--- src/rtl/wfg_spi_arbiter_if.sv ---
// Stream-side bundle between the per-channel waveform sources, the arbiter and wfg_drive_spi.
// The arbiter takes the slave view; the sources and driver together take the master view.
interface wfg_spi_arbiter_if #(
  parameter int NUM_CH          = 4,
  parameter int AXIS_DATA_WIDTH = 32
) ();
  logic [NUM_CH-1:0]                 s_axis_tvalid_i;
  logic [NUM_CH*AXIS_DATA_WIDTH-1:0] s_axis_tdata_i;
  logic [NUM_CH-1:0]                 s_axis_tready_o;
  logic                              m_sync_o;
  logic                              m_axis_tvalid_o;
  logic [AXIS_DATA_WIDTH-1:0]        m_axis_tdata_o;
  logic                              m_axis_tready_i;

  modport slave (
    input  s_axis_tvalid_i, s_axis_tdata_i, m_axis_tready_i,
    output s_axis_tready_o, m_sync_o, m_axis_tvalid_o, m_axis_tdata_o
  );

  modport master (
    output s_axis_tvalid_i, s_axis_tdata_i, m_axis_tready_i,
    input  s_axis_tready_o, m_sync_o, m_axis_tvalid_o, m_axis_tdata_o
  );
endinterface

--- src/rtl/wfg_spi_arbiter.sv ---
// Round-robin arbiter sharing one wfg_drive_spi between NUM_CH stream sources.
// A grant is taken on a pattern sync and held until the driver accepts the word or the grant is aborted.
module wfg_spi_arbiter #(
  parameter int NUM_CH          = 4,
  parameter int AXIS_DATA_WIDTH = 32
) (
  input  logic                 clk,
  input  logic                 rst_n,
  input  logic                 ctrl_en_q_i,
  input  logic [NUM_CH-1:0]    ch_en_q_i,
  input  logic                 wfg_pat_sync_i,
  wfg_spi_arbiter_if.slave     bus,
  output logic [NUM_CH-1:0]    grant_o,
  output logic                 busy_o,
  output logic [7:0]           missed_cnt_o
);
  localparam int IDX_W = (NUM_CH > 1) ? $clog2(NUM_CH) : 1;
  localparam int W     = AXIS_DATA_WIDTH;

  typedef enum logic {ST_IDLE, ST_GRANT} state_t;

  state_t            state_reg, state_next;
  logic [NUM_CH-1:0] grant_reg, grant_next;
  logic [IDX_W-1:0]  grant_idx_reg, grant_idx_next;
  logic [IDX_W-1:0]  last_grant_reg, last_grant_next;
  logic [W-1:0]      data_reg, data_next;
  logic              sync_reg, sync_next;
  logic [7:0]        missed_reg, missed_next;

  logic [NUM_CH-1:0] eligible;
  logic [W-1:0]      ch_data [NUM_CH];
  logic              sel_found;
  logic [IDX_W-1:0]  sel_idx;
  logic              handshake;
  logic              abort;

  genvar gi;
  generate
    for (gi = 0; gi < NUM_CH; gi++) begin : g_unpack
      assign ch_data[gi] = bus.s_axis_tdata_i[gi*W +: W];
    end
  endgenerate

  assign eligible = bus.s_axis_tvalid_i & ch_en_q_i;

  // First eligible channel after the last served one, wrapping modulo NUM_CH.
  always_comb begin
    int               c;
    logic [IDX_W-1:0] c_idx;
    sel_found = 1'b0;
    sel_idx   = '0;
    c         = 0;
    c_idx     = '0;
    for (int i = 1; i <= NUM_CH; i++) begin
      c     = (int'(last_grant_reg) + i) % NUM_CH;
      c_idx = IDX_W'(c);
      if (!sel_found && eligible[c_idx]) begin
        sel_found = 1'b1;
        sel_idx   = c_idx;
      end
    end
  end

  assign handshake = (state_reg == ST_GRANT) && bus.m_axis_tready_i;
  assign abort     = !ctrl_en_q_i || !(|(ch_en_q_i & grant_reg));

  always_comb begin
    state_next      = state_reg;
    grant_next      = grant_reg;
    grant_idx_next  = grant_idx_reg;
    last_grant_next = last_grant_reg;
    data_next       = data_reg;
    sync_next       = 1'b0;
    missed_next     = missed_reg;
    case (state_reg)
      ST_IDLE: begin
        if (wfg_pat_sync_i && ctrl_en_q_i && sel_found) begin
          state_next     = ST_GRANT;
          grant_next     = NUM_CH'(1) << sel_idx;
          grant_idx_next = sel_idx;
          data_next      = ch_data[sel_idx];
          sync_next      = 1'b1;
        end
      end
      ST_GRANT: begin
        // A completed handshake takes precedence over a same-cycle abort.
        if (handshake) begin
          state_next      = ST_IDLE;
          grant_next      = '0;
          last_grant_next = grant_idx_reg;
        end else if (abort) begin
          state_next = ST_IDLE;
          grant_next = '0;
        end
        if (wfg_pat_sync_i && (missed_reg != 8'hFF)) begin
          missed_next = missed_reg + 8'd1;
        end
      end
      default: state_next = ST_IDLE;
    endcase
  end

  always_ff @(posedge clk or negedge rst_n) begin
    if (!rst_n) begin
      state_reg      <= ST_IDLE;
      grant_reg      <= '0;
      grant_idx_reg  <= '0;
      last_grant_reg <= IDX_W'(NUM_CH - 1);
      data_reg       <= '0;
      sync_reg       <= 1'b0;
      missed_reg     <= 8'd0;
    end else begin
      state_reg      <= state_next;
      grant_reg      <= grant_next;
      grant_idx_reg  <= grant_idx_next;
      last_grant_reg <= last_grant_next;
      data_reg       <= data_next;
      sync_reg       <= sync_next;
      missed_reg     <= missed_next;
    end
  end

  assign bus.s_axis_tready_o = grant_reg & {NUM_CH{handshake}};
  assign bus.m_sync_o        = sync_reg;
  assign bus.m_axis_tvalid_o = (state_reg == ST_GRANT);
  assign bus.m_axis_tdata_o  = data_reg;
  assign grant_o             = grant_reg;
  assign busy_o              = (state_reg == ST_GRANT);
  assign missed_cnt_o        = missed_reg;
endmodule

--- src/flat_wrapper.sv ---
// flat-port wrapper written by rule: the top's interface ports become plain ports
module wfg_spi_arbiter_flat 
#(
  parameter int NUM_CH          = 4,
  parameter int AXIS_DATA_WIDTH = 32
)
  (clk, rst_n, ctrl_en_q_i, ch_en_q_i, wfg_pat_sync_i, grant_o, busy_o, missed_cnt_o, bus_s_axis_tvalid_i, bus_s_axis_tdata_i, bus_m_axis_tready_i, bus_s_axis_tready_o, bus_m_sync_o, bus_m_axis_tvalid_o, bus_m_axis_tdata_o);
  wfg_spi_arbiter_if #(.NUM_CH(NUM_CH), .AXIS_DATA_WIDTH(AXIS_DATA_WIDTH)) bus_i ();
  input  logic clk;
  input  logic rst_n;
  input  logic ctrl_en_q_i;
  input  logic [NUM_CH-1:0] ch_en_q_i;
  input  logic wfg_pat_sync_i;
  output logic [NUM_CH-1:0] grant_o;
  output logic busy_o;
  output logic [7:0] missed_cnt_o;
  input wire logic [$bits(bus_i.s_axis_tvalid_i)-1:0] bus_s_axis_tvalid_i;
  input wire logic [$bits(bus_i.s_axis_tdata_i)-1:0] bus_s_axis_tdata_i;
  input wire logic [$bits(bus_i.m_axis_tready_i)-1:0] bus_m_axis_tready_i;
  output wire logic [$bits(bus_i.s_axis_tready_o)-1:0] bus_s_axis_tready_o;
  output wire logic [$bits(bus_i.m_sync_o)-1:0] bus_m_sync_o;
  output wire logic [$bits(bus_i.m_axis_tvalid_o)-1:0] bus_m_axis_tvalid_o;
  output wire logic [$bits(bus_i.m_axis_tdata_o)-1:0] bus_m_axis_tdata_o;
  assign bus_i.s_axis_tvalid_i = bus_s_axis_tvalid_i;
  assign bus_i.s_axis_tdata_i = bus_s_axis_tdata_i;
  assign bus_i.m_axis_tready_i = bus_m_axis_tready_i;
  assign bus_s_axis_tready_o = bus_i.s_axis_tready_o;
  assign bus_m_sync_o = bus_i.m_sync_o;
  assign bus_m_axis_tvalid_o = bus_i.m_axis_tvalid_o;
  assign bus_m_axis_tdata_o = bus_i.m_axis_tdata_o;
  wfg_spi_arbiter #(.NUM_CH(NUM_CH), .AXIS_DATA_WIDTH(AXIS_DATA_WIDTH)) u_core (.clk(clk), .rst_n(rst_n), .ctrl_en_q_i(ctrl_en_q_i), .ch_en_q_i(ch_en_q_i), .wfg_pat_sync_i(wfg_pat_sync_i), .bus(bus_i), .grant_o(grant_o), .busy_o(busy_o), .missed_cnt_o(missed_cnt_o));
endmodule
--- config.mk ---
export PLATFORM = sky130hd
export DESIGN_NAME = wfg_spi_arbiter_flat
export DESIGN_NICKNAME = d
export VERILOG_FILES = /design/src/rtl/wfg_spi_arbiter_if.sv /design/src/rtl/wfg_spi_arbiter.sv /design/src/flat_wrapper.sv
export SDC_FILE = /design/constraint.sdc
export NUM_CORES = 1
export LEC_CHECK = 0
export CAP_MARGIN = 20
export CORE_UTILIZATION = 34
export CTS_BUF_LIST = sky130_fd_sc_hd__clkbuf_4
export CTS_CLUSTER_DIAMETER = 50
export DETAILED_ROUTE_END_ITERATION = 7
export PLACE_DENSITY = 0.81
export SLEW_MARGIN = 10
export SYNTH_ARGS = -nofsm -noshare
export SYNTH_HDL_FRONTEND = slang
export SYNTH_SLANG_ARGS = --single-unit
--- constraint.sdc ---
create_clock -name clk -period 1.5 [get_ports clk]
set_input_delay 0.225 -clock clk [delete_from_list [all_inputs] [get_ports clk]]
set_output_delay 0.225 -clock clk [all_outputs]
set_load 0.01 [all_outputs]
# [Yosys cells after proc, flatten, opt, wreduce, memory -nomap -nowiden]
# Index checks and enable logic that the tools add are counted.
[word_totals] in_bits=141 elab_cells=72 regBits=50
[op_classes] n_addsub=5 reduce_logical=18 bitwise=5 n_shift=1 muxes=28 magnitude_cmp=5 n_eq_ne=3
[op_table] op="binary-select mux 32 bit (select 2 bit)" n=1
[op_table] op="two-way mux 32 bit" n=2
[op_table] op="bitwise AND 4 bit" n=3
[op_table] op="< comparator 2 x 3 -> 1 bit (second input constant)" n=4
[op_table] op="two-way mux 1 bit" n=12
[op_table] op="two-way mux 4 bit" n=3
[op_table] op="adder 8 x 1 -> 8 bit (second input constant)" n=1
[op_table] op="binary-select mux 1 bit (select 2 bit)" n=4
[op_table] op="two-way mux 2 bit" n=4
[op_table] op="inequality test 8 bit (second input constant)" n=1
[op_table] op="case mux 4 bit (2 select lines)" n=1
[op_table] op="AND reduction 2 bit" n=4
[op_table] op="logical AND 1 bit" n=7
[op_table] op="zero test 1 bit" n=5
[op_table] op="adder 2 x 1 -> 2 bit (second input constant)" n=2
[op_table] op="adder 2 bit (second input constant)" n=2
[op_table] op="OR reduction 4 bit" n=1
[op_table] op="<< shifter 1 x 2 -> 4 bit (first input constant)" n=1
[op_table] op=">= comparator 3 bit (second input constant)" n=1
[op_table] op="inequality test 3 bit (second input constant)" n=1
[op_table] op="NOT 2 -> 3 bit" n=1
[op_table] op="inequality test 2 x 1 -> 1 bit (second input constant)" n=1
[op_table] op="case mux 1 bit (2 select lines)" n=1
[op_table] op="logical OR 1 bit" n=1
[op_table] op="NOT 1 bit" n=1

# [Depth between registers and ports, before layout]
# Gate-level depths: netlist of the first run.
[depth] ltp_word=17 ltp_mapped=7

# [Least setup slack after synthesis of the first run]
# OpenSTA, ideal clock, no wires.
[synth_path] path_kind="register to register" startpoint="register u_core.last_grant_reg[1]" endpoint="register u_core.data_reg[24], in the netlist u_core.bus.m_axis_tdata_o[24]" setup_ns=0.142 n_path_buf=2 period_less_slack_ns=1.646 arrival_time_ns=1.504 path_stages_with_launch=8 slack_ns=-0.146 cell_sequence="dfstp_2 -> nand4b_2 -> o31a_1 -> nand3_2 -> buf_12 -> buf_12 -> mux2i_1 -> o221ai_1"
[synth_between] elab_chain_cells=17 elab_cells_between_ends=32 cone_classes="add/sub (4); mux (19); bitwise (1); reduce/logical (8)"
[synth_lines] item="start, declared" line="wfg_spi_arbiter.sv:25" text="logic [IDX_W-1:0] last_grant_reg, last_grant_next;"
[synth_lines] item="start signal, assigned" line="wfg_spi_arbiter.sv:108" text="last_grant_reg <= IDX_W'(NUM_CH - 1);"
[synth_lines] item="start signal, assigned" line="wfg_spi_arbiter.sv:116" text="last_grant_reg <= last_grant_next;"
[synth_lines] item="adder 2 x 1 -> 2 bit" line="wfg_spi_arbiter.sv:55" text="c = (int'(last_grant_reg) + i) % NUM_CH;"
[synth_lines] item="binary-select mux 1 bit (select 2 bit)" line="wfg_spi_arbiter.sv:57" text="if (!sel_found && eligible[c_idx]) begin"
[synth_lines] item="two-way mux 1 bit (implied by the code)" line="wfg_spi_arbiter.sv:57"
[synth_lines] item="two-way mux 1 bit" line="wfg_spi_arbiter.sv:57"
[synth_lines] item="zero test 1 bit" line="wfg_spi_arbiter.sv:57"
[synth_lines] item="logical AND 1 bit" line="wfg_spi_arbiter.sv:57"
[synth_lines] item="two-way mux 1 bit" line="wfg_spi_arbiter.sv:57"
[synth_lines] item="zero test 1 bit" line="wfg_spi_arbiter.sv:57"
[synth_lines] item="logical AND 1 bit" line="wfg_spi_arbiter.sv:57"
[synth_lines] item="two-way mux 1 bit" line="wfg_spi_arbiter.sv:57"
[synth_lines] item="zero test 1 bit" line="wfg_spi_arbiter.sv:57"
[synth_lines] item="logical AND 1 bit" line="wfg_spi_arbiter.sv:57"
[synth_lines] item="two-way mux 2 bit" line="wfg_spi_arbiter.sv:57"
[synth_lines] item="NOT 2 -> 3 bit (implied by the code)" line="wfg_spi_arbiter.sv:81" text="data_next = ch_data[sel_idx];"
[synth_lines] item="binary-select mux 32 bit (select 2 bit)" line="wfg_spi_arbiter.sv:81"
[synth_lines] item="two-way mux 32 bit (implied by the code) (2 in series)" line="wfg_spi_arbiter.sv:81"
[synth_lines] item="end signal, assigned" line="wfg_spi_arbiter.sv:117" text="data_reg <= data_next;"
[synth_lines] item="end, declared" line="wfg_spi_arbiter.sv:26" text="logic [W-1:0] data_reg, data_next;"
# Several ways; a longest one is shown, not always the timed one. The select of a mux whose other input is x is not followed.
# A chain may end at the register's enable or synchronous reset.

# [Worst setup path in the final report of the first run]
[layout_path] startpoint="register u_core.last_grant_reg[1]" endpoint="register u_core.data_reg[31], in the netlist u_core.bus.m_axis_tdata_o[31]"
# The elaborated chain is that of the path after synthesis.

==> results of run 1 <==
-- worst max-delay path, delay by kind of cell, from the launching register on --
family	cells	cell delay, ps
flip-flops	1	620
buffers and inverters	1	220
AO/OA/AOI/OAI	2	280
AND/OR/NAND/NOR	2	240
multiplexers	1	250
-- timing repair --
action	in CTS	in global routing
pin swaps	0	12
setup buffers	16	5
cloned	2	2
endpoints found under the hold margin	16	0
resized for setup	79	49
endpoints found under the setup margin	88	54
hold buffers	1	0
-- layout by cell type (no fill, tap or decap), types with 3 or more instances in the layout --
cell,Yosys,layout
nor2_1,3,3
xnor2_1,4,3
clkdlybuf4s15_1,0,5
mux2_2,3,3
buf_12,4,9
clkdlybuf4s50_1,0,139
dlygate4sd2_1,0,39
xor2_1,3,3
clkbuf_4,2,5
and3_4,0,5
mux2i_1,64,56
buf_6,3,11
dfrtp_1,48,47
nand2_1,44,44
o221ai_1,30,18
buf_4,2,39
o221ai_2,2,14
nand4_1,4,4
mux2i_2,0,7
-- per-stage QoR --
step	utilization, %	hold WS, ps	setup TNS (ps)
detailed placement	62.4	205	-17920
global route	68.4	332	-10820
finish	68.4	312	-8070
floorplan	-	-70.6	-3290
global placement	62.4	202	-16080
CTS	65.2	313	-7100
-- area by class of cell --
cell class                      count  area [um^2]  area share [%]
Tap cell                          105          131            2.32
Multi-Input combinational cell    189         1690            29.9
Inverter                            3         13.8           0.244
Timing Repair Buffer              249         2480            43.9
Clock buffer                        5         37.5           0.664
Sequential cell                    50         1250            22.2
Clock inverter                      3         43.8           0.775
-- per-layer routing --
layer  up-vias  GRT usage (%)  share of wire [%]
met4         0           6.94                2.5
li1       1470              -                  -
met2       119           41.6                 54
met3        20           4.43                6.7
met1      1495           24.8                 37
met5         -              0                  0
-- final timing paths --
path                                          startpoint                            end  slack [ps]
max                             u_core.last_grant_reg[1]  u_core.bus.m_axis_tdata_o[31]        -250
min                                                rst_n         u_core.missed_cnt_o[6]         310
max reg2reg                     u_core.last_grant_reg[1]  u_core.bus.m_axis_tdata_o[31]        -250
min reg2reg                u_core.bus.m_axis_tdata_o[18]  u_core.bus.m_axis_tdata_o[18]         500
max in group asynchronous                          rst_n  u_core.bus.m_axis_tdata_o[18]         680
min in group clk           u_core.bus.m_axis_tdata_o[18]  u_core.bus.m_axis_tdata_o[18]         500
-- cell families after synthesis --
group                      after synthesis
DFF                                     50
buffers and inverters                   21
and+or+nand+nor                         65
muxes                                   67
xor gates and xnor gates                 7
adders and majority gates                1
AOI/OAI and AO/OA                       49
-- power breakdown --
group | internal (uW) | switching (uW)
clock network | 355 | 454
registers | 1830 | 286
logic | 1940 | 1540
==> impl_metrics.toml, run 1 <==
[worst_setup_path]
worstPathCellList = "nand4b_4 -> o31a_1 -> nand3_4 -> buf_12 -> mux2i_1 -> o221ai_1"
cp_data_arrival_time_ps = 2010
required_ps = 1750
reg2regPathDepth = 6
path_class = "reg2reg"
slowest_stage = "dfstp_2"
worstSetupStartpointType = "register"
cp-end-kind = "register"
max_stage_delay_ps = 620
crit_fanout = 26

[clocking]
cts_buffer_depth = 2
cts_sinks = 50
htreeDepth = 2
numCtsBuffers = 5
cts-root-buf = "clkbuf_4"
clkLatencyLatePin_ps = 380
clkTransAtPathRegs_ps = 150
cts_tree = "built"

[synth]
async_flop_share_pct = 100
synthMuxAreaShare_pct = 23.0
syn_nets = 402
yosys.area.top_type = "dfrtp_1"
synth_cell_type_count = 40
synth_top_family_by_area = "multiplexers"
yosysMostFrequentCell = "mux2i_1"
syn_avg_cell_area_um2 = 11.3
synth_xor_area_share_pct = 2.09
netlist_top_cells_area = "dfrtp_1 (41%), mux2i_1 (22%), o221ai_1 (9.0%)"
synth_edf_count = 0
synth_common_cells = "mux2i_1 (64), dfrtp_1 (48), nand2_1 (44), o221ai_1 (30), and3_1 (6)"
ys_seq_area_share_pct = 42.8
yosys.area_share.simple_pct = 10.1
yosys_most_used_dff = "dfrtp_1"
synth_compound_area_share_pct = 15.2
ys_seq_elements = 50
yosys_warnings = 0
syn-instance-count = 260
syn-cell-area_um2 = 2930
yosys.area_share.adder_pct = 0.428
synth.top_cell.area_share_pct = 41.0

[timing]
timing_hold_violations_final = 0
fin_crit_ps = 1750
worst_pin_slew_ps = 478
slew_viol_final = 0
rsz0062_at_grt = "yes"
skew_ps = 10.8
fmax_mhz = 571
setup_viol = 39
worst_slack_ps = -252
slew_headroom_pct = 68.2
timing.final.crit_share_pct = 117

[layout]
largest_reg_flops = 32
stdcell_area_um2 = 5650
drive_gt1_share_pct = 24.0
syn_to_final_growth_pct = 93.1
antenna_cells = 0
num-nets-final = 640
fin_cells = 604
fillCellCount = 657

[global_route]
grt_max_degree = 36
track_usage_pct = 22.1
grt-ovfl-total = 0
antenna_found_initial = 0
grt_pass1_wl_um = 15100
grt_pass1_vias = 3067

[status]
violations = "setup timing"
status = "complete, but fails checks"

[floorplan]
initial_core_util_pct = 35.4
die-area_um2 = 8980
core_area_um2 = 8260
num_rows = 33
io_pins = 192
die_y_um = 94.8
fp.dieW_um = 94.8

[routing]
vias = 3104
drc_errors = 0
drtIter0Drc = 120
vias_per_cell = 5.14
drtPass1Iterations = 4
antenna_left = 0
wire_per_inst_um = 17.3
totalWireLength_um = 10500

[pwr]
finalPower_uw = 6410
p_leak_uw = 0.00259
cellPowerDensity_nw_per_um2 = 1130
ir_worst_vdd_mv = 0.499

[place]
placed_cells_incl_taps = 571
place_congestion = 0.851
dpl_cell_area_um2 = 5150
dp_slack_ps = -492
port_buffers = 191
dp_hpwl_um = 7450

[flow_run]
drv_cap = 0

[min_path]
min_path_type = "in2async"
Power figures use the tool's default switching activity.
==> run 2: changes to the inputs <==
CORE_ASPECT_RATIO = 2   (was unset)
CORE_UTILIZATION = 37   (was 34)
PLACE_DENSITY = 0.83   (was 0.81)
clock period = 1.8 ns   (was 1.5 ns; I/O delays follow)
==> run 2 against run 1 <==
Net effect:
- the flow now finishes without violations
- global-route usage rose by 2.1 points
- combinational power shrank 24%
- largest power group unchanged
- sequential power shrank 14%
- final cell count decreased by 7.1%
- critical path depth unchanged
- clock skew up 13 ps
- count of clock-buffer cells in the layout grew 1
- wire length decreased by 3.7%
- highest routed layer unchanged
- core utilization fell by 0.75 points
- maximum frequency shrank 0.74%
- worst hold slack better by 52 ps
- largest cell class unchanged
- via count shrank 2.0%
==> impl_metrics.toml, run 2 (synthesis gave the netlist of run 1 again) <==
[status]
status = "finished, final reports clean"

[pwr]
ir_worst_vdd_mv = 0.702
p_leak_uw = 0.00230
pwr-share-comb_pct = 51.6
switchingPower_uw = 1730
cellPowerDensity_nw_per_um2 = 999
seqPwrFrac_pct = 35.5
clockPowerShare_pct = 12.9
p_int_uw = 3410
switching_share_pct = 33.6
finalPower_uw = 5140

[timing]
timing_hold_violations_final = 0
fmax_mhz = 566
skew_ps = 24.2
fin_crit_ps = 1770
worst_pin_slew_ps = 478
slew_viol_final = 0
fin_setup_tns_ps = 0
rsz0062_at_grt = "yes"
slew_headroom_pct = 68.2
setup_viol = 0
timing.final.crit_share_pct = 98.1

[clocking]
clkTransAtPathRegs_ps = 150
numCtsBuffers = 5
clkLatencyLatePin_ps = 370
cts_sinks = 50
cts_tree = "built"
cts_buffer_depth = 2
htreeDepth = 2
cts-root-buf = "clkbuf_4"

[global_route]
track_usage_pct = 24.2
grt-ovfl-total = 0
antenna_found_initial = 0
grt_pass1_wl_um = 15300
grt_max_degree = 33
grt_pass1_vias = 3158

[routing]
met3WireLength_um = 597
drt-met1-wl_um = 3460
vias = 3043
wire_per_inst_um = 17.9
antenna_left = 0
drtIter0Drc = 133
wl_met2_um = 5540
drtPass1Iterations = 4
vias_per_cell = 5.42
drc_errors = 0
highest_layer = "met4"
totalWireLength_um = 10100

[floorplan]
core_area_um2 = 7600
num_rows = 45
die_y_um = 128
io_pins = 192
die-area_um2 = 8290
fp.dieW_um = 64.9
initial_core_util_pct = 38.5

[worst_setup_path]
worstSetupStartpointType = "register"
reg2regPathDepth = 6
cp_data_arrival_time_ps = 2020
cp-end-kind = "register"
timing.rr.end = "u_core.bus.m_axis_tdata_o[19]"
crit_fanout = 23
path_class = "reg2reg"
required_ps = 2050
worstReg2RegStart = "u_core.last_grant_reg[1]"
ff2ff_setup_slack_ps = 30

[min_path]
min_path_type = "in2async"

[layout]
layout_common_cells = "clkdlybuf4s50_1 (185), mux2i_1 (63), dfrtp_1 (47)"
largest_reg_flops = 32
drive_gt1_share_pct = 10.9
layout_commonest_cell = "clkdlybuf4s50_1"
num-nets-final = 608
antenna_cells = 0
syn_to_final_growth_pct = 75.8
fin_cells = 561

[flow_run]
drv_cap = 0

[place]
placed_cells_incl_taps = 545
port_buffers = 191
place_congestion = 0.856
dp_hpwl_um = 7980
-- run 2: metal layers --
metal / vias to the layer above / global-route usage (%)
li1: 1394 / -
met1: 1476 / 24.2
met2: 141 / 45.3
met3: 32 / 4.27
met4: 0 / 13.5
met5: - / 0
-- run 2: repair_timing --
item	4_1_cts	5_1_grt
setup endpoints to repair	4	34
setup buffers	4	3
pin swaps	0	1
hold buffers	1	0
hold endpoints to repair	18	0
gates resized for setup	3	6
-- run 2: critical path, stage by stage (launching register included) --
cell and delay, ps:
dfstp_2 630, nand4b_4 120, o31a_1 150, nand3_4 120, buf_12 210, mux2i_1 260
o221ai_1 160
-- run 2: per-stage QoR --
step	utilization, %	worst slack (ps)	area (um^2)	hold WS (ps)
after CTS	67.1	1.74	5100	365
after global placement	65.5	-213	4980	251
after detailed placement	65.5	-288	4980	261
after floorplan	-	154	2930	-25.6
final	67.7	34.6	5140	364
after global routing	67.7	-48.6	5140	391
-- run 2: how the worst max path moves through the flow --
stage | startpoint | endpoint
after floorplan | u_core.last_grant_reg[1] | u_core.bus.m_axis_tdata_o[24]
after global placement | ch_en_q_i[3] | u_core.bus.m_axis_tdata_o[28]
after global routing | u_core.last_grant_reg[0] | u_core.bus.m_axis_tdata_o[12]
after detailed placement | ch_en_q_i[2] | u_core.bus.m_axis_tdata_o[19]
final | u_core.last_grant_reg[1] | u_core.bus.m_axis_tdata_o[19]
after CTS | u_core.last_grant_reg[1] | u_core.bus.m_axis_tdata_o[19]
-- run 2: power by group through the flow --
stage	clock, uW	combinational, uW	sequential [uW]
after floorplan	0	1150	1970
after global placement	0	2540	1830
after detailed placement	0	2590	1850
after CTS	682	2630	1830
after global routing	733	2840	1880
final	665	2650	1820
-- run 2: final cells by class --
class / count / area, um^2
timing repair buffer: 217 / 2160
tap: 94 / 118
multi-input combinational: 189 / 1520
clock buffer: 6 / 45.0
clock inverter: 2 / 33.8
inverter: 3 / 11.3
sequential: 50 / 1250
fill: 621 / 2460
==> run 3: changes to the inputs <==
MAX_ROUTING_LAYER = met4   (was unset)
SKIP_LAST_GASP = 1   (was unset)
==> run 3 against run 2 <==
Net effect:
- via count is 0.33% lower
- non-clock buffer count is 1 higher
- critical path type unchanged
- final area hardly changed
- critical endpoint unchanged
- flip-flop and latch count stayed put
- clock skew is 2.9 ps higher
- core utilization hardly changed
- largest power group unchanged
- highest routed layer unchanged
- sequential share of layout area hardly changed
==> impl_metrics.toml, run 3 (synthesis gave the netlist of run 1 again) <==
[layout]
largest_reg_flops = 32
num-nets-final = 609
drive_gt1_share_pct = 11.1
layout_common_cells = "clkdlybuf4s50_1 (185), mux2i_1 (63), dfrtp_1 (47)"
antenna_cells = 0
syn_to_final_growth_pct = 75.9
fin_util_pct = 67.7
layout_commonest_cell = "clkdlybuf4s50_1"
fin_cells = 562
stdcell_area_um2 = 5150
fillCellCount = 622

[clocking]
numCtsBuffers = 5
cts_buffer_depth = 2
cts_sinks = 50
cts-root-buf = "clkbuf_4"
cts_tree = "built"
htreeDepth = 2
clkLatencyLatePin_ps = 370
clkTransAtPathRegs_ps = 160

[place]
place_congestion = 0.870
dpl_cell_area_um2 = 4980
port_buffers = 191
dp_hpwl_um = 7980
placed_cells_incl_taps = 545

[timing]
worst_pin_slew_ps = 498
fmax_mhz = 566
slew_headroom_pct = 66.8
rsz0062_at_grt = "yes"
fin_setup_tns_ps = 0
setup_viol = 0
skew_ps = 27.1
slew_viol_final = 0
fin_crit_ps = 1770
timing.final.crit_share_pct = 98.2
timing_hold_violations_final = 0

[worst_setup_path]
reg2regPathDepth = 6
worstSetupStartpointType = "register"
cp_data_arrival_time_ps = 2020
required_ps = 2060
worstReg2RegStart = "u_core.last_grant_reg[1]"
timing.rr.end = "u_core.bus.m_axis_tdata_o[19]"
ff2ff_setup_slack_ps = 30
cp-end-kind = "register"
path_class = "reg2reg"
crit_fanout = 23

[global_route]
grt_pass1_wl_um = 15300
grt_most_used_layer = "met2"
grt_use_met3_pct = 3.83
grt_max_degree = 33
antenna_found_initial = 0
grt_use_met2_pct = 45.2
track_usage_pct = 24.9
grt_pass1_vias = 3154
grt-ovfl-total = 0
grtUsageMet1_pct = 24.6

[min_path]
min_path_type = "in2async"

[routing]
wire_per_inst_um = 18.0
totalWireLength_um = 10100
vias_per_cell = 5.40
drtPass1Iterations = 4
drc_errors = 0
drtIter0Drc = 141
vias = 3033
antenna_left = 0

[pwr]
cellPowerDensity_nw_per_um2 = 998
p_leak_uw = 0.00231
finalPower_uw = 5140
ir_worst_vdd_mv = 0.714

[status]
status = "finished, final reports clean"

[floorplan]
num_rows = 45
io_pins = 192
die-area_um2 = 8290
die_y_um = 128
initial_core_util_pct = 38.5
core_area_um2 = 7600
fp.dieW_um = 64.9

[flow_run]
drv_cap = 0
run 3: cell count changes in the layout (fill, tap and decap cells not counted), sizes merged:
cell	before	now
buf	26	27
dlygate4sd2	2	1
dlymetal6s2s	3	4
run 3: worst max-delay path by stage:
stage	startpoint	end	slack, ps	depth (start not counted)
after floorplan	u_core.last_grant_reg[1]	u_core.bus.m_axis_tdata_o[24]	150	7
after global placement	ch_en_q_i[3]	u_core.bus.m_axis_tdata_o[28]	-210	7
after detailed placement	ch_en_q_i[2]	u_core.bus.m_axis_tdata_o[19]	-290	7
after CTS	u_core.grant_o[3]	bus_s_axis_tready_o[3]	-10	2
after global routing	u_core.last_grant_reg[0]	u_core.bus.m_axis_tdata_o[12]	-60	6
final	u_core.last_grant_reg[1]	u_core.bus.m_axis_tdata_o[19]	30	6
run 3: critical path: stages (launching register included):
cell and delay (ps):
dfstp_2 620, nand4b_2 140, o31a_1 160, nand3_4 120, buf_12 210, mux2i_1 260, o221ai_1 160
run 3: metal layers:
layer | vias up | share of wire [%]
li1 | 1397 | -
met1 | 1452 | 34
met2 | 150 | 55
met3 | 34 | 6.3
met4 | 0 | 4.9
met5 | - | 0
run 3: power breakdown:
part | switching (uW) | leakage [uW] | internal, uW | total [uW]
registers | 289 | 0.000627 | 1530 | 1820
logic | 1070 | 0.00164 | 1580 | 2660
clock network | 360 | 0.0000433 | 305 | 665
run 3: per-stage QoR:
| stage | setup WS (ps) | hold slack, ps |
|---|---|---|
| after floorplan | 154 | -25.6 |
| after global placement | -213 | 251 |
| after detailed placement | -288 | 261 |
| after CTS | -10.9 | 365 |
| after global routing | -59.5 | 386 |
| final | 31.8 | 366 |
run 3: timing repair:
item                                    4_1_cts  5_1_grt
resized for setup                             2        6
endpoints found under the hold margin        18        0
endpoints found under the setup margin        4       35
hold buffers                                  1        0
pin swaps                                     0        1
buffers inserted                              4        4
run 3: final cells by class:
type,count,area [um^2],area share (%)
Timing Repair Buffer,218,2170,42.2
Clock inverter,2,33.8,0.656
Multi-Input combinational cell,189,1510,29.4
Inverter,3,11.3,0.219
Sequential cell,50,1250,24.4
Tap cell,94,118,2.28
Clock buffer,6,45.0,0.875
